[src/rtl/dac_spi_receiver.sv]
// Receive end of the DAC serial link. Oversamples the SPI pins and the DAC
// control pins on clk, rebuilds 16-bit frames and models the DAC's
// input-latch / output-latch pair. Output-latch updates, framing errors and
// clear events are reported on an Avalon-ST source.
module dac_spi_receiver #(
  parameter int FRAME_BITS  = 16,
  parameter int DATA_BITS   = 12,
  parameter int SYNC_STAGES = 2
) (
  input  logic        clk,
  input  logic        reset,
  input  logic        spi_sclk,
  input  logic        spi_cs_n,
  input  logic        spi_mosi,
  input  logic        dac_clr_n,
  input  logic        dac_ldac_n,
  output logic [11:0] ast_source_data,
  output logic        ast_source_valid,
  output logic [1:0]  ast_source_error,
  output logic [3:0]  cmd,
  output logic        overrun
);

  localparam int CMD_BITS = FRAME_BITS - DATA_BITS;
  localparam int CNT_W    = $clog2(FRAME_BITS + 2);
  localparam logic [CNT_W-1:0] CNT_FULL  = CNT_W'(FRAME_BITS);
  localparam logic [CNT_W-1:0] CNT_SAT   = CNT_W'(FRAME_BITS + 1);
  localparam int FLUSH_W  = SYNC_STAGES + 2;

  // Pin bundle positions; control pins idle high, so they reset high.
  localparam int P_SCLK = 0, P_MOSI = 1, P_CS = 2, P_CLR = 3, P_LDAC = 4;
  localparam logic [4:0] PIN_RST = 5'b11100;

  typedef enum logic [1:0] {WAIT_IDLE, IDLE, SHIFT} state_t;

  logic [SYNC_STAGES-1:0][4:0] sync_q, sync_d;
  logic [4:0]                  lvl_q, lvl_d;
  logic [4:0]                  pins, synced;
  logic                        sclk_rise_q, cs_fall_q, cs_rise_q, ldac_fall_q, clr_fall_q;
  logic                        sclk_rise_d, cs_fall_d, cs_rise_d, ldac_fall_d, clr_fall_d;
  logic [FLUSH_W-1:0]          flush_q, flush_d;
  state_t                      state_q, state_d;
  logic [FRAME_BITS-1:0]       shift_q, shift_d;
  logic [CNT_W-1:0]            cnt_q, cnt_d;
  logic [DATA_BITS-1:0]        in_q, in_d, out_q, out_d;
  logic                        pend_q, pend_d, ovr_q, ovr_d;
  logic [CMD_BITS-1:0]         cmd_q, cmd_d;
  logic                        valid_q, valid_d;
  logic [1:0]                  err_q, err_d;
  logic                        accept, reject, load, clr_act;

  assign pins   = {dac_ldac_n, dac_clr_n, spi_cs_n, spi_mosi, spi_sclk};
  assign synced = sync_q[SYNC_STAGES-1];

  // Next-state logic: synchronizers, edge stage, frame FSM and DAC latches.
  always_comb begin
    sync_d      = {sync_q[SYNC_STAGES-2:0], pins};
    lvl_d       = synced;
    sclk_rise_d =  synced[P_SCLK] & ~lvl_q[P_SCLK];
    cs_fall_d   = ~synced[P_CS]   &  lvl_q[P_CS];
    cs_rise_d   =  synced[P_CS]   & ~lvl_q[P_CS];
    ldac_fall_d = ~synced[P_LDAC] &  lvl_q[P_LDAC];
    clr_fall_d  = ~synced[P_CLR]  &  lvl_q[P_CLR];
    // The synchronizers reset to idle-high, so cs_n reads high for a few
    // cycles after reset whatever the pin does; wait for them to flush.
    flush_d     = {flush_q[FLUSH_W-2:0], 1'b1};

    state_d = state_q;
    shift_d = shift_q;
    cnt_d   = cnt_q;
    accept  = 1'b0;
    reject  = 1'b0;
    case (state_q)
      WAIT_IDLE: if (flush_q[FLUSH_W-1] && lvl_q[P_CS]) state_d = IDLE;
      IDLE: if (cs_fall_q) begin
        state_d = SHIFT;
        shift_d = '0;
        cnt_d   = '0;
      end
      SHIFT: begin
        if (sclk_rise_q) begin
          shift_d = {shift_q[FRAME_BITS-2:0], lvl_q[P_MOSI]};
          if (cnt_q != CNT_SAT) cnt_d = cnt_q + 1'b1;
        end
        if (cs_rise_q) begin
          state_d = IDLE;
          if (cnt_q == CNT_FULL) accept = 1'b1;
          else                   reject = 1'b1;
        end
      end
      default: state_d = WAIT_IDLE;
    endcase

    // Edge flags and levels in lvl_q are aligned: both describe the same cycle.
    clr_act = ~lvl_q[P_CLR];
    load    = (ldac_fall_q & pend_q) | (accept & ~lvl_q[P_LDAC]);

    in_d   = in_q;
    out_d  = out_q;
    pend_d = pend_q;
    ovr_d  = ovr_q;
    cmd_d  = cmd_q;
    if (accept) begin
      in_d   = shift_q[DATA_BITS-1:0];
      cmd_d  = shift_q[FRAME_BITS-1:DATA_BITS];
      pend_d = 1'b1;
      if (pend_q) ovr_d = 1'b1;
    end
    // A tied-low load takes the frame being accepted this cycle.
    if (load) begin
      out_d  = accept ? shift_q[DATA_BITS-1:0] : in_q;
      pend_d = 1'b0;
    end
    if (clr_act) begin
      in_d   = '0;
      out_d  = '0;
      pend_d = 1'b0;
    end

    valid_d = 1'b0;
    err_d   = 2'b00;
    if (clr_fall_q) begin
      valid_d = 1'b1;
      err_d   = 2'b10;
    end else if (reject) begin
      valid_d = 1'b1;
      err_d   = 2'b01;
    end else if (load && !clr_act) begin
      valid_d = 1'b1;
    end
  end

  // State registers.
  always_ff @(posedge clk or posedge reset) begin
    if (reset) begin
      sync_q      <= {SYNC_STAGES{PIN_RST}};
      lvl_q       <= PIN_RST;
      sclk_rise_q <= 1'b0;
      cs_fall_q   <= 1'b0;
      cs_rise_q   <= 1'b0;
      ldac_fall_q <= 1'b0;
      clr_fall_q  <= 1'b0;
      flush_q     <= '0;
      state_q     <= WAIT_IDLE;
      shift_q     <= '0;
      cnt_q       <= '0;
      in_q        <= '0;
      out_q       <= '0;
      pend_q      <= 1'b0;
      ovr_q       <= 1'b0;
      cmd_q       <= '0;
      valid_q     <= 1'b0;
      err_q       <= 2'b00;
    end else begin
      sync_q      <= sync_d;
      lvl_q       <= lvl_d;
      sclk_rise_q <= sclk_rise_d;
      cs_fall_q   <= cs_fall_d;
      cs_rise_q   <= cs_rise_d;
      ldac_fall_q <= ldac_fall_d;
      clr_fall_q  <= clr_fall_d;
      flush_q     <= flush_d;
      state_q     <= state_d;
      shift_q     <= shift_d;
      cnt_q       <= cnt_d;
      in_q        <= in_d;
      out_q       <= out_d;
      pend_q      <= pend_d;
      ovr_q       <= ovr_d;
      cmd_q       <= cmd_d;
      valid_q     <= valid_d;
      err_q       <= err_d;
    end
  end

  assign ast_source_data  = out_q;
  assign ast_source_valid = valid_q;
  assign ast_source_error = err_q;
  assign cmd              = cmd_q;
  assign overrun          = ovr_q;

endmodule

[config.mk]
export PLATFORM = sky130hd
export DESIGN_NAME = dac_spi_receiver
export DESIGN_NICKNAME = d
export VERILOG_FILES = /design/src/rtl/dac_spi_receiver.sv
export SDC_FILE = /design/constraint.sdc
export NUM_CORES = 1
export LEC_CHECK = 0
export ABC_AREA = 1
export CAP_MARGIN = 40
export CORE_MARGIN = 10
export CORE_UTILIZATION = 40
export CTS_CLUSTER_DIAMETER = 100
export DETAILED_ROUTE_END_ITERATION = 10
export SETUP_SLACK_MARGIN = 0.5
export SLEW_MARGIN = 20
export SYNTH_ARGS = -nofsm -noshare
export SYNTH_HDL_FRONTEND = slang
export SYNTH_SLANG_ARGS = --single-unit
[constraint.sdc]
create_clock -name clk -period 3.7 [get_ports clk]
set_input_delay 0.37 -clock clk [delete_from_list [all_inputs] [get_ports clk]]
set_output_delay 0.37 -clock clk [all_outputs]
set_load 0.05 [all_outputs]
; After elaboration in Yosys (flattened, before gate mapping)
; Cells that the tools add are included.
; Widths: inputs -> output; s select.
[word_totals]
ff_bits = 80
input_bits = 7
output_inout_bits = 20
elab_cells = 82
[classes]
add_sub_neg = 1
n_eq_ne = 11
mux = 29
bitwise_logic = 14
n_reduce_logical = 8
[ops]
columns = operator, n
row1 = $mux 12, 4
row2 = $mux 16, 2
row3 = $pmux 16 s2, 1
row4 = $mux 5, 3
row5 = $mux 1, 13
row6 = $ne 2x2->1 const B, 5
row7 = $pmux 5 s2, 1
row8 = $mux 2, 4
row9 = $and 1x1->1, 7
row10 = $not 1->1, 6
row11 = $pmux 2 s3, 1
row12 = $reduce_and 3->1, 2
row13 = $add 5x1->5 const B, 1
row14 = $eq 5x5->1 const B, 1
row15 = $ne 5x5->1 const B, 1
row16 = $reduce_and 4->1, 1
row17 = $ne 3x1->1 const B, 1
row18 = $eq 2x1->1 const B, 1
row19 = $eq 2x2->1 const B, 1
row20 = $logic_and 1x1->1, 2
row21 = $logic_not 2->1, 1
row22 = $ne 2x1->1 const B, 1
row23 = $reduce_and 2->1, 1
row24 = $reduce_bool 2->1, 1
row25 = $or 1x1->1, 1

; Logic depth before layout (Yosys ltp)
; Gate-level depths: netlist of the first run.
[logic_depth]
depth_word = 10
ltp_mapped = 9

; Worst setup path before layout of the first run
; Ideal clock, no wire load.
[synth_path]
kind = reg2reg
start = register cnt_q[0]
end = register out_q[0], in the netlist ast_source_data[0]
arrival_time_ps = 1317
required_time_ps = 3581
path_slack_ps = 2265
stages_incl_launch_ff = 9
n_path_buf = 1
cell_sequence = dfrtp_1 inv_1 ha_1 nand3_4 nor2_8 nand2_4 buf_2 nand4_1 nand2_1
[synth_between]
elab_chain_cells = 7
[synth_lines]
columns = item, line_no
row1 = start: declaration, 44  ; logic [CNT_W-1:0] cnt_q, cnt_d;
row2 = start signal: assignment, 165  ; cnt_q <= cnt_d;
row3 = $eq 5x5->1 (*), 87  ; if (cnt_q == CNT_FULL) accept = 1'b1;
row4 = $mux 1 (*), 87
row5 = $mux 1 (*), 85  ; if (cs_rise_q) begin
row6 = $mux 1 (*), 73  ; case (state_q)
row7 = $and 1x1->1 or $mux 12 (tied branches), -
row8 = $or 1x1->1 or $mux 12 (tied branches), "96, 110"
row9 = $ne 2x1->1 (no source line) or $mux 12 (tied branches), -
row10 = end signal: assignment, 167  ; out_q <= out_d;
row11 = end: declaration, 45  ; logic [DATA_BITS-1:0] in_q, in_d, out_q, out_d;
; Every way passes the cells marked *; elsewhere a longest branch is shown, timed or not. The select of a mux whose other input is x is not followed.
; A chain may end at the register's enable or synchronous reset.

; Worst setup path in the final report of the first run
[layout_path]
start = register state_q[0]
end = register cnt_q[0]
[layout_between]
elab_chain_cells = 3
[layout_lines]
columns = item, line_no
row1 = start: declaration, 42  ; state_t state_q, state_d;
row2 = start signal: assignment, 163  ; state_q <= state_d;
row3 = $eq 2x2->1 or $eq 2x1->1 (tied branches), 73
row4 = $ne 2x2->1 (no source line) or $reduce_bool 2->1 (tied branches), -
row5 = $reduce_and 4->1 (no source line), -
; Parallel ways exist; a longest one is shown, timed or not.

==> results of run 1 <==
cell type report:
class | count | area (µm²) | share of cell area (%)
repair buffers | 28 | 275 | 7.53
inverters | 14 | 52.6 | 1.44
multi-input cells | 196 | 985 | 26.9
well taps | 102 | 128 | 3.49
clock inverters | 5 | 62.6 | 1.71
flip-flops and latches | 80 | 2010 | 55.0
clock buffers | 11 | 141 | 3.87
report_power, final:
part / switching [mW] / internal [mW] / total, mW
clock network: 0.323 / 0.335 / 0.658
registers: 0.0364 / 0.919 / 0.955
logic: 0.134 / 0.0501 / 0.184
total: 0.493 / 1.30 / 1.80
worst paths after layout:
check                           start        to  slack, ns
min                          lvl_d[1]  lvl_q[1]       0.35
min reg2reg                  lvl_d[1]  lvl_q[1]       0.35
min in group asynchronous       reset  lvl_q[0]       0.43
max reg2reg                state_q[0]  cnt_q[0]       1.36
max in group asynchronous       reset  lvl_q[4]       2.46
max                        state_q[0]  cnt_q[0]       1.36
flip-flops by register name, indices dropped and copies added (netlist names), 2 cells and up:
| name | flops |
|---|---|
| sync_d | 5 |
| lvl_d | 5 |
| ast_source_data | 12 |
| cmd | 4 |
| lvl_q | 5 |
| cnt_q | 5 |
| ast_source_error | 2 |
| shift_q | 16 |
| in_q | 12 |
| state_q | 2 |
| flush_q | 4 |
worst reg2reg max path, stage by stage, from the launching register on:
cell	delay, ns
dfrtp_1	0.43
nor2_4	0.45
nand2_1	0.49
nand2_2	0.45
nand2_2	0.20
a21oi_1	0.16
a21oi_1	0.05
logic make-up (layout without fill, tap and decap cells):
family	after synthesis	count (layout)	share of synthesized area, %
AOI/OAI and AO/OA	37	37	6.20
xor gates and xnor gates	1	1	0.280
adders and majority gates	3	3	1.20
buffers and inverters	29	58	4.16
DFF	80	80	64.4
other	1	1	0.120
and+or+nand+nor	154	154	23.7
per-stage QoR:
stage	instance area (µm²)	instances	util [%]
after floorplan	3130	305	-
after global placement	3450	420	45.2
after detailed placement	3450	420	45.2
after CTS	3660	436	47.8
after global routing	3660	436	47.8
final	3660	436	47.8
cell usage in the layout, fill, tap and decap left out, drive strengths merged:
| cell | count |
|---|---|
| clkinvlp | 2 |
| or2 | 1 |
| xor2 | 1 |
| bufinv | 1 |
| nand4 | 15 |
| o311ai | 1 |
| o21ai | 17 |
| inv | 16 |
| nand2 | 78 |
| dfstp | 9 |
| dfrtp | 71 |
| clkbuf | 11 |
| nand3 | 48 |
| a21o | 1 |
| o31ai | 1 |
| clkdlybuf4s50 | 26 |
| nor3 | 1 |
| ha | 3 |
| conb | 1 |
| a21oi | 17 |
| buf | 2 |
| nor2 | 11 |
metal layers:
| metal | GRT usage (%) | vias to the layer above | share of wire, % |
|---|---|---|---|
| met5 | 0 | - | 0 |
| li1 | - | 1065 | - |
| met4 | 3.48 | 0 | 1.2 |
| met2 | 15.5 | 33 | 44 |
| met1 | 15.0 | 1030 | 49 |
| met3 | 4.70 | 10 | 5.3 |
==> results.py, run 1 <==
metrics = {
    "sta": {
        "skew_ns": 0.00958,
        "tns_ns": 0,
        "finalSetupViolations": 0,
        "fin_crit_sh_pct": 63.3,
        "worst_slack_ns": 1.36,
        "fmax_ghz": 0.427,
        "fin_crit_ns": 2.34,
        "final-max-slew-violation-count": 0,
        "maxSlewHeadroom_pct": 55.4,
        "fin_hold_ws_ns": 0.355,
        "worst_slew_pin_slew_ns": 0.668,
        "rsz0062_at_grt": "no",
        "hold_viol": 0,
    },
    "clock_network": {
        "cts.sinks": 80,
        "clk_path_buf_depth": 2,
        "clock_latency_ns": 0.35,
        "htreeDepth": 3,
        "clk_pin_slew_ns": 0.08,
        "cts_resized": 0,
        "cts_inserted_buffers": 9,
        "hold_buffers": 0,
        "cts_root_buf": "clkbuf_8",
        "cts_post_setup_buffers_inserted": 0,
        "cts_tree": "built",
    },
    "critical_path": {
        "start_kind": "flip-flop",
        "slowest_stage": "nand2_1",
        "worstSetupPathType": "reg2reg",
        "cpLargestDelayFamily": "simple AND/OR/NAND/NOR gates",
        "path_cells": "nor2_4 -> nand2_1 -> nand2_2 -> nand2_2 -> a21oi_1 -> a21oi_1",
        "path_max_fanout": 23,
        "reg2reg_depth": 6,
        "crit_buf_inv": 0,
        "worst-path-stages": 6,
        "required_ns": 3.94,
        "end_kind": "flip-flop",
        "worstPathArrival_ns": 2.58,
        "max_stage_delay_ns": 0.49,
    },
    "power": {
        "p_leak_nw": 1.84,
        "power_density_mw_per_mm2": 491,
        "ir_drop_mv": 0.264,
        "finalPower_mw": 1.80,
    },
    "die": {
        "die_area_mm2": 0.0118,
        "core_region_area_mm2": 0.00765,
        "pin_count": 27,
        "start_util_pct": 40.9,
        "fp.dieW_um": 108,
        "die_h_um": 108,
        "rows": 32,
    },
    "routing": {
        "wl_um": 5880,
        "first_pass_iters": 4,
        "ant_nets": 0,
        "drtIter0Drc": 142,
        "route.detailed.drc": 0,
        "vias": 2138,
        "wire_per_inst_um": 13.5,
        "via_per_inst": 4.90,
    },
    "yosys": {
        "yosysMostFrequentCell": "nand2_1",
        "ys_top_cells_by_area": "dfrtp_1, nand2_1, dfstp_2",
        "netlist.area_leader.share_pct": 56.8,
        "yosysSeqAreaShare_pct": 64.4,
        "ys.warnings.count": 0,
        "synth_cell_types": 29,
        "ys_ff_latch": 80,
        "synth_edf_count": 0,
        "synthTopCellsByCount": "nand2_1, dfrtp_1, nand3_1",
        "syn_area_mm2": 0.00313,
        "synth_area_leader_cell": "dfrtp_1",
        "synthesis.instances": 305,
        "avgSynthCellArea_um2": 10.3,
        "synthArstFlopShare_pct": 100,
        "syn-num-nets": 315,
        "ys.flop_type": "dfrtp_1",
    },
    "hold_path": {
        "hold_depth": 0,
        "min-delay-path-class": "reg2reg",
    },
    "finish": {
        "layout-drive-gt1-share_pct": 11.4,
        "diodes": 0,
        "final_nets": 339,
        "syn_to_final_growth_pct": 16.9,
        "n_fill_cell": 725,
    },
    "grt": {
        "grt_pass1_vias": 2111,
        "gr-usage-all-layers_pct": 11.0,
        "grt_pass1_wl_um": 10300,
        "grt_remaining_overflow": 0,
        "grt_max_degree": 33,
        "grt_antenna_before_repair": 0,
    },
    "job": {
        "cap_violations": 0,
    },
    "placement": {
        "hpwl_um": 3880,
        "pre_cts_ws_ns": 1.39,
        "port_buffers": 26,
        "gp_congestion": 0.756,
    },
    "outcome": {
        "outcome": "completed",
    },
}
Power figures use the tool's default switching activity.
==> inputs of run 2 (changes only) <==
==> constraint.sdc (replaced) <==
create_clock -name clk -period 1.9 [get_ports clk]
set_input_delay 0.19 -clock clk [delete_from_list [all_inputs] [get_ports clk]]
set_output_delay 0.19 -clock clk [all_outputs]
set_load 0.05 [all_outputs]
==> run 2 against run 1 <==
Effect of this change:
- flip-flop and latch count is the same
- combinational power grew to 3.5 times the previous value
- setup slack lost 0.96 ns
- power grew 110%
- fmax grew 56%
- die area is the same
- worst hold slack lost 0.12 ns
- global-route usage grew 0.17 points
- wire length grew 5.5%
- critical path depth grew 2
- utilization grew 5.6 points
- clock skew shrank 0.0037 ns
==> results.py, run 2 (same netlist as run 1, synthesis figures left out) <==
metrics = {
    "critical_path": {
        "required_ns": 2.15,
        "worstSetupPathType": "reg2reg",
        "path_max_fanout": 7,
        "r2r-start": "cnt_q[1]",
        "worstPathArrival_ns": 1.74,
        "end_kind": "flip-flop",
        "start_kind": "flip-flop",
        "setup.worst_path.start": "cnt_q[1]",
    },
    "finish": {
        "n_fill_cell": 675,
        "layout-drive-gt1-share_pct": 31.3,
        "largest_reg_flops": 16,
        "final_cell_mix": "dfrtp_1, nand2_1, nand3_1, buf_4, clkdlybuf4s15_2",
        "finish.utilization_pct": 53.5,
        "final_common_cell": "dfrtp_1",
        "final_nets": 366,
        "syn_to_final_growth_pct": 30.7,
        "diodes": 0,
        "top_register": "shift_q",
    },
    "sta": {
        "hold_viol": 0,
        "rsz0062_at_grt": "yes",
        "finalSetupViolations": 0,
        "maxSlewHeadroom_pct": 50.4,
        "tns_ns": 0,
        "fin_crit_ns": 1.50,
        "worst_slew_pin_slew_ns": 0.743,
        "skew_ns": 0.00593,
        "fin_crit_sh_pct": 78.8,
        "fmax_ghz": 0.668,
        "final-max-slew-violation-count": 0,
    },
    "clock_network": {
        "htreeDepth": 3,
        "hold_buffers": 0,
        "cts.sinks": 80,
        "clk_path_buf_depth": 2,
        "cts_inserted_buffers": 9,
        "cts_root_buf": "clkbuf_8",
        "cts_tree": "built",
        "clock_latency_ns": 0.35,
        "clk_pin_slew_ns": 0.08,
    },
    "routing": {
        "vias": 2289,
        "first_pass_iters": 5,
        "via_per_inst": 4.94,
        "route.detailed.drc": 0,
        "wl_um": 6210,
        "drtIter0Drc": 89,
        "wire_per_inst_um": 13.4,
        "ant_nets": 0,
    },
    "grt": {
        "gr-usage-met3_pct": 4.34,
        "use_met1_pct": 13.7,
        "grt_max_degree": 81,
        "grt_remaining_overflow": 0,
        "gr-max-usage-layer": "met2",
        "gr-usage-all-layers_pct": 11.2,
        "grt_pass1_vias": 2314,
        "grtUsageMet2_pct": 17.8,
        "grt_pass1_wl_um": 10700,
        "grt_antenna_before_repair": 0,
    },
    "hold_path": {
        "min-delay-path-class": "in2reg",
        "min-delay-start": "spi_cs_n",
    },
    "power": {
        "ir_drop_mv": 0.408,
        "p_leak_nw": 2.02,
        "power_density_mw_per_mm2": 915,
    },
    "placement": {
        "hpwl_um": 3780,
        "port_buffers": 26,
        "gp_congestion": 0.761,
    },
    "die": {
        "start_util_pct": 40.9,
        "die_area_mm2": 0.0118,
        "pin_count": 27,
        "rows": 32,
        "core_region_area_mm2": 0.00765,
        "die_h_um": 108,
        "fp.dieW_um": 108,
    },
    "outcome": {
        "outcome": "completed",
    },
    "job": {
        "cap_violations": 0,
    },
}
run 2: cell types whose count changed in the layout (fill, tap and decap cells not counted), moves of 4 or more:
cell | before | now
buf_4 | 2 | 20
nand2_2 | 3 | 11
nand2_8 | 0 | 4
nand2_1 | 73 | 62
clkdlybuf4s50_1 | 26 | 6
o21ai_0 | 8 | 4
clkdlybuf4s15_2 | 0 | 16
o21ai_2 | 0 | 5
run 2: final timing paths:
check	end	slack [ns]	depth (start not counted)
worst max-delay path	ast_source_data[0]	0.40	8
worst min-delay path	sync_d[7]	0.24	1
worst max register to register	ast_source_data[0]	0.40	8
worst min register to register	lvl_q[1]	0.35	0
max in group asynchronous	lvl_q[2]	1.25	3
min in group asynchronous	cmd[0]	0.30	3
run 2: metal layers:
layer | vias up | wire length, µm
li1 | 1125 | -
met1 | 1112 | 2830
met2 | 43 | 2960
met3 | 9 | 336
met4 | 0 | 84
met5 | - | 0
run 2: power by group:
group | switching, mW | internal (mW) | total [mW]
clock network | 0.603 | 0.646 | 1.25
registers | 0.0534 | 1.79 | 1.84
logic | 0.359 | 0.289 | 0.648
run 2: area by class of cell:
class | instances | area (µm²) | area share (%)
clock buffers | 10 | 138 | 3.37
clock inverters | 6 | 67.6 | 1.65
inverters | 14 | 56.3 | 1.38
multi-input cells | 198 | 1160 | 28.3
flip-flops and latches | 80 | 2020 | 49.3
well taps | 102 | 128 | 3.12
repair buffers | 53 | 524 | 12.8
run 2: worst max-delay path, stage by stage (launching register included):
cell and delay (ns):
dfrtp_1 0.40, inv_2 0.09, ha_4 0.14, nand3_4 0.11, nor2_8 0.23, buf_4 0.16, nand2_4 0.07, nand4_1 0.10
nand2_1 0.07
run 2: through the flow:
| step | cell area (µm²) | cells | hold slack (ns) | worst slack (ns) | total power, mW |
|---|---|---|---|---|---|
| 4_1_cts | 3980 | 457 | 0.224 | 0.437 | 3.74 |
| 6_report | 4090 | 463 | 0.237 | 0.403 | 3.74 |
| 2_1_floorplan | 3150 | 305 | 0.194 | 0.518 | 2.19 |
| 3_3_place_gp | 3530 | 426 | 0.333 | 0.297 | 2.30 |
| 5_1_grt | 4090 | 463 | 0.222 | 0.326 | 3.94 |
| 3_5_place_dp | 3530 | 426 | 0.336 | 0.239 | 2.32 |
run 2: repair_timing:
| action | CTS | global route |
|---|---|---|
| pin swaps | 5 | 7 |
| buffers inserted | 14 | 5 |
| endpoints found under the setup margin | 72 | 55 |
| cloned | 1 | 1 |
| gates resized for setup | 82 | 23 |
